<file path="src/rtl/core_mem_pipe_pkg.sv">
// rtl/core_mem_pipe_pkg.sv - shared types for the memory pipeline stage
package core_mem_pipe_pkg;

  typedef enum logic [1:0] {
    BYTE  = 2'd0,
    HALF  = 2'd1,
    WORD  = 2'd2,
    DWORD = 2'd3
  } mem_size_t;

  typedef enum logic [1:0] {
    IDLE = 2'd0,
    REQ  = 2'd1,
    RESP = 2'd2
  } mem_pipe_state_t;

  // Fields of an accepted memory op that outlive the EX handshake
  typedef struct packed {
    logic      is_store;
    mem_size_t size;
    logic      sign_ext;
    logic [2:0] off;
    logic      write_enable;
  } mem_op_t;

  function automatic logic [3:0] size_bytes(input mem_size_t size);
    return 4'd1 << size;
  endfunction

endpackage

</file>
<file path="src/rtl/core_mem_pipe_if.sv">
// rtl/core_mem_pipe_if.sv - EX op, data bus and writeback signal bundle
interface core_mem_pipe_if #(
  parameter int XLEN  = 64,
  parameter int REG_W = 5
);
  localparam int STRB_W = XLEN / 8;

  logic              in_valid;
  logic              in_ready;
  logic [XLEN-1:0]   in_addr;
  logic [XLEN-1:0]   in_wdata;
  logic [XLEN-1:0]   in_result;
  logic              in_is_load;
  logic              in_is_store;
  logic [1:0]        in_size;
  logic              in_signed;
  logic [REG_W-1:0]  in_regnum;
  logic              in_write_enable;

  logic              mem_req_valid;
  logic              mem_req_ready;
  logic [XLEN-1:0]   mem_req_addr;
  logic              mem_req_we;
  logic [STRB_W-1:0] mem_req_strb;
  logic [XLEN-1:0]   mem_req_wdata;
  logic              mem_resp_valid;
  logic [XLEN-1:0]   mem_resp_rdata;

  logic              wb_valid;
  logic [REG_W-1:0]  wb_regnum;
  logic              wb_write_enable;
  logic [XLEN-1:0]   wb_data;
  logic              misalign;

  modport slave (
    input  in_valid, in_addr, in_wdata, in_result, in_is_load, in_is_store,
           in_size, in_signed, in_regnum, in_write_enable,
           mem_req_ready, mem_resp_valid, mem_resp_rdata,
    output in_ready, mem_req_valid, mem_req_addr, mem_req_we, mem_req_strb,
           mem_req_wdata, wb_valid, wb_regnum, wb_write_enable, wb_data, misalign
  );

  modport master (
    output in_valid, in_addr, in_wdata, in_result, in_is_load, in_is_store,
           in_size, in_signed, in_regnum, in_write_enable,
           mem_req_ready, mem_resp_valid, mem_resp_rdata,
    input  in_ready, mem_req_valid, mem_req_addr, mem_req_we, mem_req_strb,
           mem_req_wdata, wb_valid, wb_regnum, wb_write_enable, wb_data, misalign
  );

endinterface

</file>
<file path="src/rtl/core_mem_pipe_lane_align.sv">
// rtl/core_mem_pipe_lane_align.sv - byte-lane strobe/shift, load extraction and misalign decode
module mem_lane_align
  import core_mem_pipe_pkg::*;
#(
  parameter int XLEN = 64,
  localparam int STRB_W = XLEN / 8,
  localparam int OFF_W = $clog2(STRB_W)
) (
  input  logic [OFF_W-1:0]  off,
  input  mem_size_t         size,
  input  logic              sign_ext,
  input  logic [XLEN-1:0]   wdata,
  input  logic [XLEN-1:0]   rdata,
  output logic [STRB_W-1:0] strb,
  output logic [XLEN-1:0]   wdata_lane,
  output logic [XLEN-1:0]   load_data,
  output logic              misalign
);

  logic [XLEN-1:0] shifted;
  logic [63:0]     word_ext;

  always_comb begin
    strb       = STRB_W'((17'd1 << size_bytes(size)) - 17'd1) << off;
    wdata_lane = wdata << {off, 3'b000};
    shifted    = rdata >> {off, 3'b000};
    word_ext   = {{32{sign_ext & shifted[31]}}, shifted[31:0]};
    case (size)
      BYTE:    load_data = {{(XLEN-8){sign_ext & shifted[7]}}, shifted[7:0]};
      HALF:    load_data = {{(XLEN-16){sign_ext & shifted[15]}}, shifted[15:0]};
      WORD:    load_data = word_ext[XLEN-1:0];
      default: load_data = shifted;
    endcase
    // A dword has no legal lane on a 32-bit bus
    misalign = (|(off & OFF_W'(size_bytes(size) - 4'd1))) |
               ((size == DWORD) && (XLEN == 32));
  end

endmodule

</file>
<file path="src/rtl/core_mem_pipe.sv">
// rtl/core_mem_pipe.sv - MEM stage: EX handshake, variable-latency data bus, one writeback per op
module core_mem_pipe
  import core_mem_pipe_pkg::*;
#(
  parameter int XLEN  = 64,
  parameter int REG_W = 5
) (
  input logic            clock,
  input logic            reset_n,
  input logic            flush,
  core_mem_pipe_if.slave bus
);

  localparam int STRB_W = XLEN / 8;
  localparam int OFF_W  = $clog2(STRB_W);

  mem_pipe_state_t   state, state_next;
  mem_op_t           op;
  logic [REG_W-1:0]  op_regnum;
  logic              accept;
  logic              is_mem;

  logic [OFF_W-1:0]  la_off;
  mem_size_t         la_size;
  logic              la_sign;
  logic [STRB_W-1:0] la_strb;
  logic [XLEN-1:0]   la_wdata;
  logic [XLEN-1:0]   la_load;
  logic              la_misalign;

  assign accept = bus.in_valid & bus.in_ready & ~flush;
  assign is_mem = bus.in_is_load | bus.in_is_store;

  // One aligner serves both the incoming op (IDLE) and the latched op (RESP)
  always_comb begin
    if (state == IDLE) begin
      la_off  = bus.in_addr[OFF_W-1:0];
      la_size = mem_size_t'(bus.in_size);
      la_sign = bus.in_signed;
    end else begin
      la_off  = op.off[OFF_W-1:0];
      la_size = op.size;
      la_sign = op.sign_ext;
    end
  end

  mem_lane_align #(.XLEN(XLEN)) u_align (
    .off        (la_off),
    .size       (la_size),
    .sign_ext   (la_sign),
    .wdata      (bus.in_wdata),
    .rdata      (bus.mem_resp_rdata),
    .strb       (la_strb),
    .wdata_lane (la_wdata),
    .load_data  (la_load),
    .misalign   (la_misalign)
  );

  always_ff @(posedge clock or negedge reset_n) begin
    if (!reset_n) state <= IDLE;
    else          state <= state_next;
  end

  always_comb begin
    state_next = state;
    case (state)
      IDLE:    if (accept && is_mem && !la_misalign) state_next = REQ;
      REQ:     if (bus.mem_req_ready) state_next = op.is_store ? IDLE : RESP;
      RESP:    if (bus.mem_resp_valid) state_next = IDLE;
      default: state_next = IDLE;
    endcase
  end

  always_comb begin
    bus.in_ready      = (state == IDLE);
    bus.mem_req_valid = (state == REQ);
  end

  always_ff @(posedge clock or negedge reset_n) begin
    if (!reset_n) begin
      op                  <= '0;
      op_regnum           <= '0;
      bus.mem_req_addr    <= '0;
      bus.mem_req_we      <= 1'b0;
      bus.mem_req_strb    <= '0;
      bus.mem_req_wdata   <= '0;
      bus.wb_valid        <= 1'b0;
      bus.wb_regnum       <= '0;
      bus.wb_write_enable <= 1'b0;
      bus.wb_data         <= '0;
      bus.misalign        <= 1'b0;
    end else begin
      bus.wb_valid <= 1'b0;
      bus.misalign <= 1'b0;
      case (state)
        IDLE: begin
          if (accept && is_mem && la_misalign) begin
            bus.misalign <= 1'b1;
          end else if (accept && is_mem) begin
            op <= '{is_store:     bus.in_is_store,
                    size:         mem_size_t'(bus.in_size),
                    sign_ext:     bus.in_signed,
                    off:          3'(bus.in_addr[OFF_W-1:0]),
                    write_enable: bus.in_write_enable};
            op_regnum         <= bus.in_regnum;
            bus.mem_req_addr  <= {bus.in_addr[XLEN-1:OFF_W], OFF_W'(0)};
            bus.mem_req_we    <= bus.in_is_store;
            bus.mem_req_strb  <= la_strb;
            bus.mem_req_wdata <= la_wdata;
          end else if (accept) begin
            bus.wb_valid        <= 1'b1;
            bus.wb_regnum       <= bus.in_regnum;
            bus.wb_write_enable <= bus.in_write_enable;
            bus.wb_data         <= bus.in_result;
          end
        end
        REQ: begin
          if (bus.mem_req_ready && op.is_store) begin
            bus.wb_valid        <= 1'b1;
            bus.wb_regnum       <= op_regnum;
            bus.wb_write_enable <= 1'b0;
            bus.wb_data         <= '0;
          end
        end
        RESP: begin
          if (bus.mem_resp_valid) begin
            bus.wb_valid        <= 1'b1;
            bus.wb_regnum       <= op_regnum;
            bus.wb_write_enable <= op.write_enable;
            bus.wb_data         <= la_load;
          end
        end
        default: ;
      endcase
    end
  end

endmodule
</file>
<file path="src/flat_wrapper.sv">
// flat-port wrapper written by rule: the top's interface ports become plain ports
module core_mem_pipe_flat import core_mem_pipe_pkg::*;
#(
  parameter int XLEN  = 64,
  parameter int REG_W = 5
)
  (clock, reset_n, flush, bus_in_valid, bus_in_addr, bus_in_wdata, bus_in_result, bus_in_is_load, bus_in_is_store, bus_in_size, bus_in_signed, bus_in_regnum, bus_in_write_enable, bus_mem_req_ready, bus_mem_resp_valid, bus_mem_resp_rdata, bus_in_ready, bus_mem_req_valid, bus_mem_req_addr, bus_mem_req_we, bus_mem_req_strb, bus_mem_req_wdata, bus_wb_valid, bus_wb_regnum, bus_wb_write_enable, bus_wb_data, bus_misalign);
  core_mem_pipe_if #(.XLEN(XLEN), .REG_W(REG_W)) bus_i ();
  input logic clock;
  input logic reset_n;
  input logic flush;
  input wire logic [$bits(bus_i.in_valid)-1:0] bus_in_valid;
  input wire logic [$bits(bus_i.in_addr)-1:0] bus_in_addr;
  input wire logic [$bits(bus_i.in_wdata)-1:0] bus_in_wdata;
  input wire logic [$bits(bus_i.in_result)-1:0] bus_in_result;
  input wire logic [$bits(bus_i.in_is_load)-1:0] bus_in_is_load;
  input wire logic [$bits(bus_i.in_is_store)-1:0] bus_in_is_store;
  input wire logic [$bits(bus_i.in_size)-1:0] bus_in_size;
  input wire logic [$bits(bus_i.in_signed)-1:0] bus_in_signed;
  input wire logic [$bits(bus_i.in_regnum)-1:0] bus_in_regnum;
  input wire logic [$bits(bus_i.in_write_enable)-1:0] bus_in_write_enable;
  input wire logic [$bits(bus_i.mem_req_ready)-1:0] bus_mem_req_ready;
  input wire logic [$bits(bus_i.mem_resp_valid)-1:0] bus_mem_resp_valid;
  input wire logic [$bits(bus_i.mem_resp_rdata)-1:0] bus_mem_resp_rdata;
  output wire logic [$bits(bus_i.in_ready)-1:0] bus_in_ready;
  output wire logic [$bits(bus_i.mem_req_valid)-1:0] bus_mem_req_valid;
  output wire logic [$bits(bus_i.mem_req_addr)-1:0] bus_mem_req_addr;
  output wire logic [$bits(bus_i.mem_req_we)-1:0] bus_mem_req_we;
  output wire logic [$bits(bus_i.mem_req_strb)-1:0] bus_mem_req_strb;
  output wire logic [$bits(bus_i.mem_req_wdata)-1:0] bus_mem_req_wdata;
  output wire logic [$bits(bus_i.wb_valid)-1:0] bus_wb_valid;
  output wire logic [$bits(bus_i.wb_regnum)-1:0] bus_wb_regnum;
  output wire logic [$bits(bus_i.wb_write_enable)-1:0] bus_wb_write_enable;
  output wire logic [$bits(bus_i.wb_data)-1:0] bus_wb_data;
  output wire logic [$bits(bus_i.misalign)-1:0] bus_misalign;
  assign bus_i.in_valid = bus_in_valid;
  assign bus_i.in_addr = bus_in_addr;
  assign bus_i.in_wdata = bus_in_wdata;
  assign bus_i.in_result = bus_in_result;
  assign bus_i.in_is_load = bus_in_is_load;
  assign bus_i.in_is_store = bus_in_is_store;
  assign bus_i.in_size = bus_in_size;
  assign bus_i.in_signed = bus_in_signed;
  assign bus_i.in_regnum = bus_in_regnum;
  assign bus_i.in_write_enable = bus_in_write_enable;
  assign bus_i.mem_req_ready = bus_mem_req_ready;
  assign bus_i.mem_resp_valid = bus_mem_resp_valid;
  assign bus_i.mem_resp_rdata = bus_mem_resp_rdata;
  assign bus_in_ready = bus_i.in_ready;
  assign bus_mem_req_valid = bus_i.mem_req_valid;
  assign bus_mem_req_addr = bus_i.mem_req_addr;
  assign bus_mem_req_we = bus_i.mem_req_we;
  assign bus_mem_req_strb = bus_i.mem_req_strb;
  assign bus_mem_req_wdata = bus_i.mem_req_wdata;
  assign bus_wb_valid = bus_i.wb_valid;
  assign bus_wb_regnum = bus_i.wb_regnum;
  assign bus_wb_write_enable = bus_i.wb_write_enable;
  assign bus_wb_data = bus_i.wb_data;
  assign bus_misalign = bus_i.misalign;
  core_mem_pipe #(.XLEN(XLEN), .REG_W(REG_W)) u_core (.clock(clock), .reset_n(reset_n), .flush(flush), .bus(bus_i));
endmodule
</file>
<file path="config.mk">
export PLATFORM = sky130hd
export DESIGN_NAME = core_mem_pipe_flat
export DESIGN_NICKNAME = d
export VERILOG_FILES = /design/src/rtl/core_mem_pipe_pkg.sv /design/src/rtl/core_mem_pipe_if.sv /design/src/rtl/core_mem_pipe_lane_align.sv /design/src/rtl/core_mem_pipe.sv /design/src/flat_wrapper.sv
export SDC_FILE = /design/constraint.sdc
export NUM_CORES = 1
export LEC_CHECK = 0
export CORE_AREA = 2 2 190 192
export DETAILED_ROUTE_END_ITERATION = 8
export DIE_AREA = 0 0 192 194
export PLACE_DENSITY_LB_ADDON = 0.15
export SLEW_MARGIN = 20
export SYNTH_ARGS = -nofsm -noshare
export SYNTH_HDL_FRONTEND = slang
export SYNTH_SLANG_ARGS = --single-unit
</file>
<file path="constraint.sdc">
create_clock -name clock -period 3.7 [get_ports clock]
set_input_delay 0.37 -clock clock [delete_from_list [all_inputs] [get_ports clock]]
set_output_delay 0.37 -clock clock [all_outputs]
set_load 0.005 [all_outputs]
</file>
==> run metrics, run 1 <==
share of cells above drive strength 1=13.8%; slowest cell on the critical path=buf_4; routability congestion estimate from global placement=0.916; maximum number of pins on one net before global-route repair=83; Inserted Clock Buffers=27; pre-CTS WS=373 ps; RSZ-0062 raised after global routing=false; PD cells=889 nW/um^2; FF+latch count, synth=220; Final ANT Viol Nets=0; clock tree buffer depth=3; drc violations=0; FP Rows=69; CP max FO=62; VDD IR max=0.440 mV; Yosys warnings=0; Iter 0 DRT Violations=930; Worst Path Buf+Inv=3; total power=16.6 mW; final setup vio count=0; initial antenna violation count=1; switching power share of the total=40.1%; Max Cap Violations=0; number of global-route vias before repair=12.5k; top cells by count, synth=nand2_1 (226), dfrtp_1 (220), a21oi_1 (129); r2r setup slk=450 ps; post-synthesis cell area=12300 sq um; Tcrit/Tclk final=87.8%; worst-path cell chain=inv_1 -> ha_1 -> buf_4 -> mux2i_4 -> buf_4 -> mux2i_1 -> a2bb2oi_1 -> o21ai_0 -> a221oi_1 -> a21oi_1; fin. max-slew vios=0; Worst Reg-to-Reg Cells=10; Worst Setup Slack, final=452 ps; Most used DFF post-synth=dfrtp_1; Clock Power Share=16.6%; GRT Residual Overflow=0; Net count, final=1994; clock root cell=clkbuf_16; core box area=35200 sq um; sequential share of power=25.9%; achievable frequency=308 MHz; Post-synth ARST share=100%; final WL=52.9 mm; first-pass GRT wire length=77.6 mm; static leakage=7.84 nW; Setup TNS=0 ps; arrival time worst endpoint=3650 ps; Crit Path Class=reg2reg; Worst Path Required=4100 ps; dominant cells by area after synthesis=dfrtp_1 (45%), mux2_2 (8.0%), nand2_1 (6.9%); Tmin final=3250 ps; Avg WL per Cell=24.1 um; most common cell in the netlist=nand2_1; clk_skew=8.31 ps; Comb power frac=57.5%; Post-Synthesis Cells=1272; setup bufs post-CTS=0; IO buf count=480; worst hold path class=in2async; worst-margin pin slew=938 ps; CTS sink cnt=220; Hold Vio Cnt, Final=0; run status=complete, no violations; Global Route Usage Sum=27.5%; Initial Util=35.0%; I/O Pins=484; CTS tree=built; hpwl dp=39.9 mm; die area=37200 sq um; Seq/Total Area, Yosys=44.6%; area growth from synthesis to layout=51.0%; CP most frequent cell=buf_4; Slew HR=37.5%; EDFF count, synth=0; Vias=12.2k; Yosys cell types=59; post_cts resized=0; P_sw=6.65 mW; share of the synthesized area in the top cell type=44.6%; htree depth=1; most area-hungry cell type in the Yosys netlist=dfrtp_1; crit end category=register; Syn Area/Cell=9.70 sq um; slowest cell delay on critical path=690 ps; Pint=9.92 mW; Die X-Extent=192 um; clock slew at reported path FFs=60 ps; Die Ht=194 um; worst skew pair latency=550 ps; reg-to-reg startpoint=u_core.state[1]; CP Launch Type=register; Vias per Instance=5.55; FF-to-FF End=u_core.bus.wb_data[27]; number of detailed-route iterations in the first pass=5; critical path's top delay family=buffers and inverters
## flip-flops by register name, indices dropped and copies added, names as in the netlist, 2 cells and up
signal,cells
u_core.bus.mem_req_addr,61
u_core.op_regnum,5
u_core.bus.wb_regnum,5
u_core.bus.mem_req_wdata,64
u_core.state,2
u_core.bus.mem_req_strb,8
u_core.op,8
u_core.bus.wb_data,64
## power by group through the flow
stage / registers, mW / clock network (mW) / logic (mW)
after floorplan: 4.25 / 0 / 5.04
after global placement: 4.29 / 0 / 9.46
after detailed placement: 4.31 / 0 / 9.52
after CTS: 4.29 / 2.81 / 9.57
after global routing: 4.42 / 2.92 / 10.3
final: 4.29 / 2.75 / 9.53
## through the flow
step / cells / util, % / hold slack (ps) / area [sq um]
after floorplan: 1274 / - / 74.4 / 12300
after global placement: 2148 / 50.3 / 406 / 17700
after detailed placement: 2148 / 50.3 / 406 / 17700
after CTS: 2197 / 52.9 / 409 / 18600
after global routing: 2198 / 52.9 / 415 / 18600
final: 2198 / 52.9 / 391 / 18600
## layout by cell type (no fill, tap or decap), types with 25 or more instances in the layout
cell and n:
a21oi_1 129, and3_1 25, buf_4 36, clkbuf_16 27, clkdlybuf4s50_1 479, dfrtp_1 220
mux2_2 87, mux2i_1 36, mux4_2 33, nand2_1 226, nand3_1 59, nor2_1 68
o21ai_0 79
## timing repair
| item | in CTS | in global routing |
|---|---|---|
| setup endpoints to repair | 0 | 0 |
| hold buffers | 1 | 0 |
| hold endpoints to repair | 78 | 0 |
## worst max path at each step
stage | startpoint | end | slack (ps) | cells after the start
3_5_place_dp | bus_in_addr[0] | u_core.bus.wb_data[27] | 370 | 8
4_1_cts | u_core.state[1] | u_core.bus.wb_data[27] | 440 | 10
6_report | u_core.state[1] | u_core.bus.wb_data[27] | 450 | 10
5_1_grt | u_core.state[0] | u_core.bus.wb_data[29] | 160 | 10
2_1_floorplan | u_core.state[0] | u_core.bus.wb_data[40] | 930 | 11
3_3_place_gp | bus_in_is_store | u_core.bus.wb_data[8] | 430 | 8
## metal layers
| layer | global-route usage [%] | part of all wire (%) | up-vias |
|---|---|---|---|
| met5 | 0 | 0 | - |
| met1 | 33.4 | 38 | 5968 |
| met3 | 7.08 | 9.4 | 86 |
| met2 | 47.2 | 49 | 624 |
| li1 | - | - | 5516 |
| met4 | 9.47 | 3.6 | 0 |
## final cells by class
cell class	count	area, sq um
Clock inverter	13	174
Fill cell	3223	16600
Tap cell	461	577
Antenna cell	1	2.50
Clock buffer	35	736
Multi-Input combinational cell	936	6410
Timing Repair Buffer	522	5190
Inverter	10	37.5
Sequential cell	220	5510
## cell families (layout without fill, tap and decap cells)
group,after synthesis,after routing,synth area share [%]
and+or+nand+nor,396,396,13.6
AOI/OAI and AO/OA,372,372,19.9
DFF,220,220,44.6
muxes,161,161,17.4
buffers and inverters,118,580,4.07
adders and majority gates,4,4,0.406
other,1,4,0.0304
Note: power is estimated with default switching activity, not from simulation.
==> run 2, diff against run 1 <==
Settings changed: RECOVER_POWER set to 50.
==> run 2 against run 1 <==
Net effect: the flow now finishes with violations (capacitance limit, slew limit); sequential share of layout area is essentially flat; via count fell by 0.49%; non-clock buffer count unchanged; global-route usage is the same; register-to-register slack worse by 70 ps; cell count did not move; critical path type unchanged; largest cell class unchanged; largest power group unchanged; highest routed layer unchanged.
==> run metrics, run 2 (synthesis results as in run 1) <==
area growth from synthesis to layout=50.8%; worst hold slack=431 ps (+39.2 ps); CTS sink cnt=220 (unchanged); Tmin final=3320 ps (+70.2 ps); Inserted Clock Buffers=27 (unchanged); share of cells above drive strength 1=13.8% (-0.058 points); commonest cells after routing, fill and taps aside=clkdlybuf4s50_1 (376), nand2_1 (226), dfrtp_1 (220); I/O Pins=484 (unchanged); Initial Util=35.0% (unchanged); maximum number of pins on one net before global-route repair=83 (unchanged); Worst Path Required=4160 ps (+60 ps); Die X-Extent=192 um (unchanged); drc violations=0 (unchanged); final WL=52.9 mm (about the same); CTS tree=built; fin cells=2198 (unchanged); Iter 0 DRT Violations=818 (-12%); hpwl dp=39.9 mm (unchanged); first-pass GRT wire length=77.6 mm (unchanged); crit end category=register; worst skew pair latency=550 ps (about the same); Crit Path Class=reg2reg; initial antenna violation count=1 (unchanged); GRT Residual Overflow=0 (unchanged); achievable frequency=301 MHz (-2.1%); Regs by FF count=u_core.bus.mem_req_wdata x64, u_core.bus.wb_data x64, u_core.bus.mem_req_addr x61; static leakage=7.93 nW (+1.1%); FP Rows=69 (unchanged); Tcrit/Tclk final=89.7% (+1.9 points); CP Launch Type=register; worst hold path class=in2reg; Global Route Usage Sum=27.5% (unchanged); Hold Vio Cnt, Final=0 (unchanged); commonest non-fill, non-tap cell in the layout=clkdlybuf4s50_1; fin. max-slew vios=83 (+83); run status=finished, violations left; htree depth=1 (unchanged); Max Cap Violations=1 (+1); RSZ-0062 raised after global routing=false; Placed Cells=2148 (unchanged); Slew HR=-43.0% (-80 points); setup bufs post-CTS=0 (unchanged); PD cells=878 nW/um^2 (-1.3%); total power=16.3 mW (-1.5%); failing checks=capacitance limit, slew limit; post_cts resized=0 (unchanged); Avg WL per Cell=24.1 um (about the same); VDD IR max=0.439 mV (-0.32%); clock root cell=clkbuf_16; core box area=35200 sq um (unchanged); clock slew at reported path FFs=60 ps (about the same); CP max FO=16 (-74%); Final ANT Viol Nets=0 (unchanged); slowest cell on the critical path=mux4_2; number of global-route vias before repair=12.5k (unchanged); number of detailed-route iterations in the first pass=5 (unchanged); worst-margin pin slew=2140 ps (+1210 ps); IO buf count=480 (unchanged); arrival time worst endpoint=3780 ps (+130 ps); Die Ht=194 um (unchanged); die area=37200 sq um (unchanged); worst-path cell chain=inv_1 -> ha_1 -> buf_4 -> mux2_4 -> mux4_2 -> a222oi_1 -> buf_4 -> a2bb2oi_1 -> nand3_1 -> a21oi_1; clk_skew=10.4 ps (+2.07 ps); Setup TNS=0 ps (unchanged); Vias=12.1k (-0.49%); CTS Hold Buffers Added=1 (unchanged); final setup vio count=0 (unchanged); slowest cell delay on critical path=560 ps (-130 ps); Net count, final=1994 (unchanged); clock tree buffer depth=3 (unchanged); routability congestion estimate from global placement=0.916 (unchanged); CP most frequent cell=buf_4; Vias per Instance=5.52 (-0.49%)
## run 2: routing by layer
layer | GRT usage, % | wire, um | vias up
met5 | 0 | 0 | -
met4 | 9.47 | 1930 | 0
met3 | 7.08 | 5190 | 88
met2 | 47.2 | 26000 | 613
met1 | 33.4 | 19800 | 5907
li1 | - | - | 5526
## run 2: cell type report
class,instances,area [sq um]
fill,3230,16600
multi-input combinational,936,6410
timing repair buffer,522,5160
clock inverter,13,174
inverter,10,37.5
clock buffer,35,736
tap,461,577
sequential,220,5510
antenna,1,2.50
## run 2: per-stage QoR
step                      util, %  instance area (sq um)  setup WS, ps
after detailed placement     50.3                  17700           373
final                        52.8                  18600           382
after floorplan                 -                  12300           932
after CTS                    52.9                  18600           443
after global routing         52.8                  18600           163
after global placement       50.3                  17700           430
## run 2: worst max-delay path: cells and delay by family, from the launching register on
kind	cells	cell delay, ps
AOI/OAI and AO/OA	3	780
adders and majority gates	1	150
buffers and inverters	3	560
DFF	1	400
muxes	2	930
and+or+nand+nor	1	410
## run 2: path summary, 6_finish.rpt
kind	to	startpoint	cells after the start	slack (ps)
worst max-delay path	u_core.bus.wb_data[27]	u_core.state[1]	10	380
max in group asynchronous	u_core.bus.mem_req_wdata[63]	reset_n	3	730
min in group asynchronous	u_core.bus.wb_data[36]	reset_n	2	960
worst min register to register	u_core.bus.wb_regnum[3]	u_core.bus.wb_regnum[3]	2	480
worst min-delay path	u_core.bus.mem_req_addr[26]	bus_in_addr[26]	2	430
worst max register to register	u_core.bus.wb_data[27]	u_core.state[1]	10	380
## run 2: power by group
group	internal, mW	total, mW	switching (mW)
Clock	1.67	2.75	1.08
Combinational	4.47	9.31	4.85
Sequential	3.57	4.26	0.692
Total	9.71	16.3	6.62
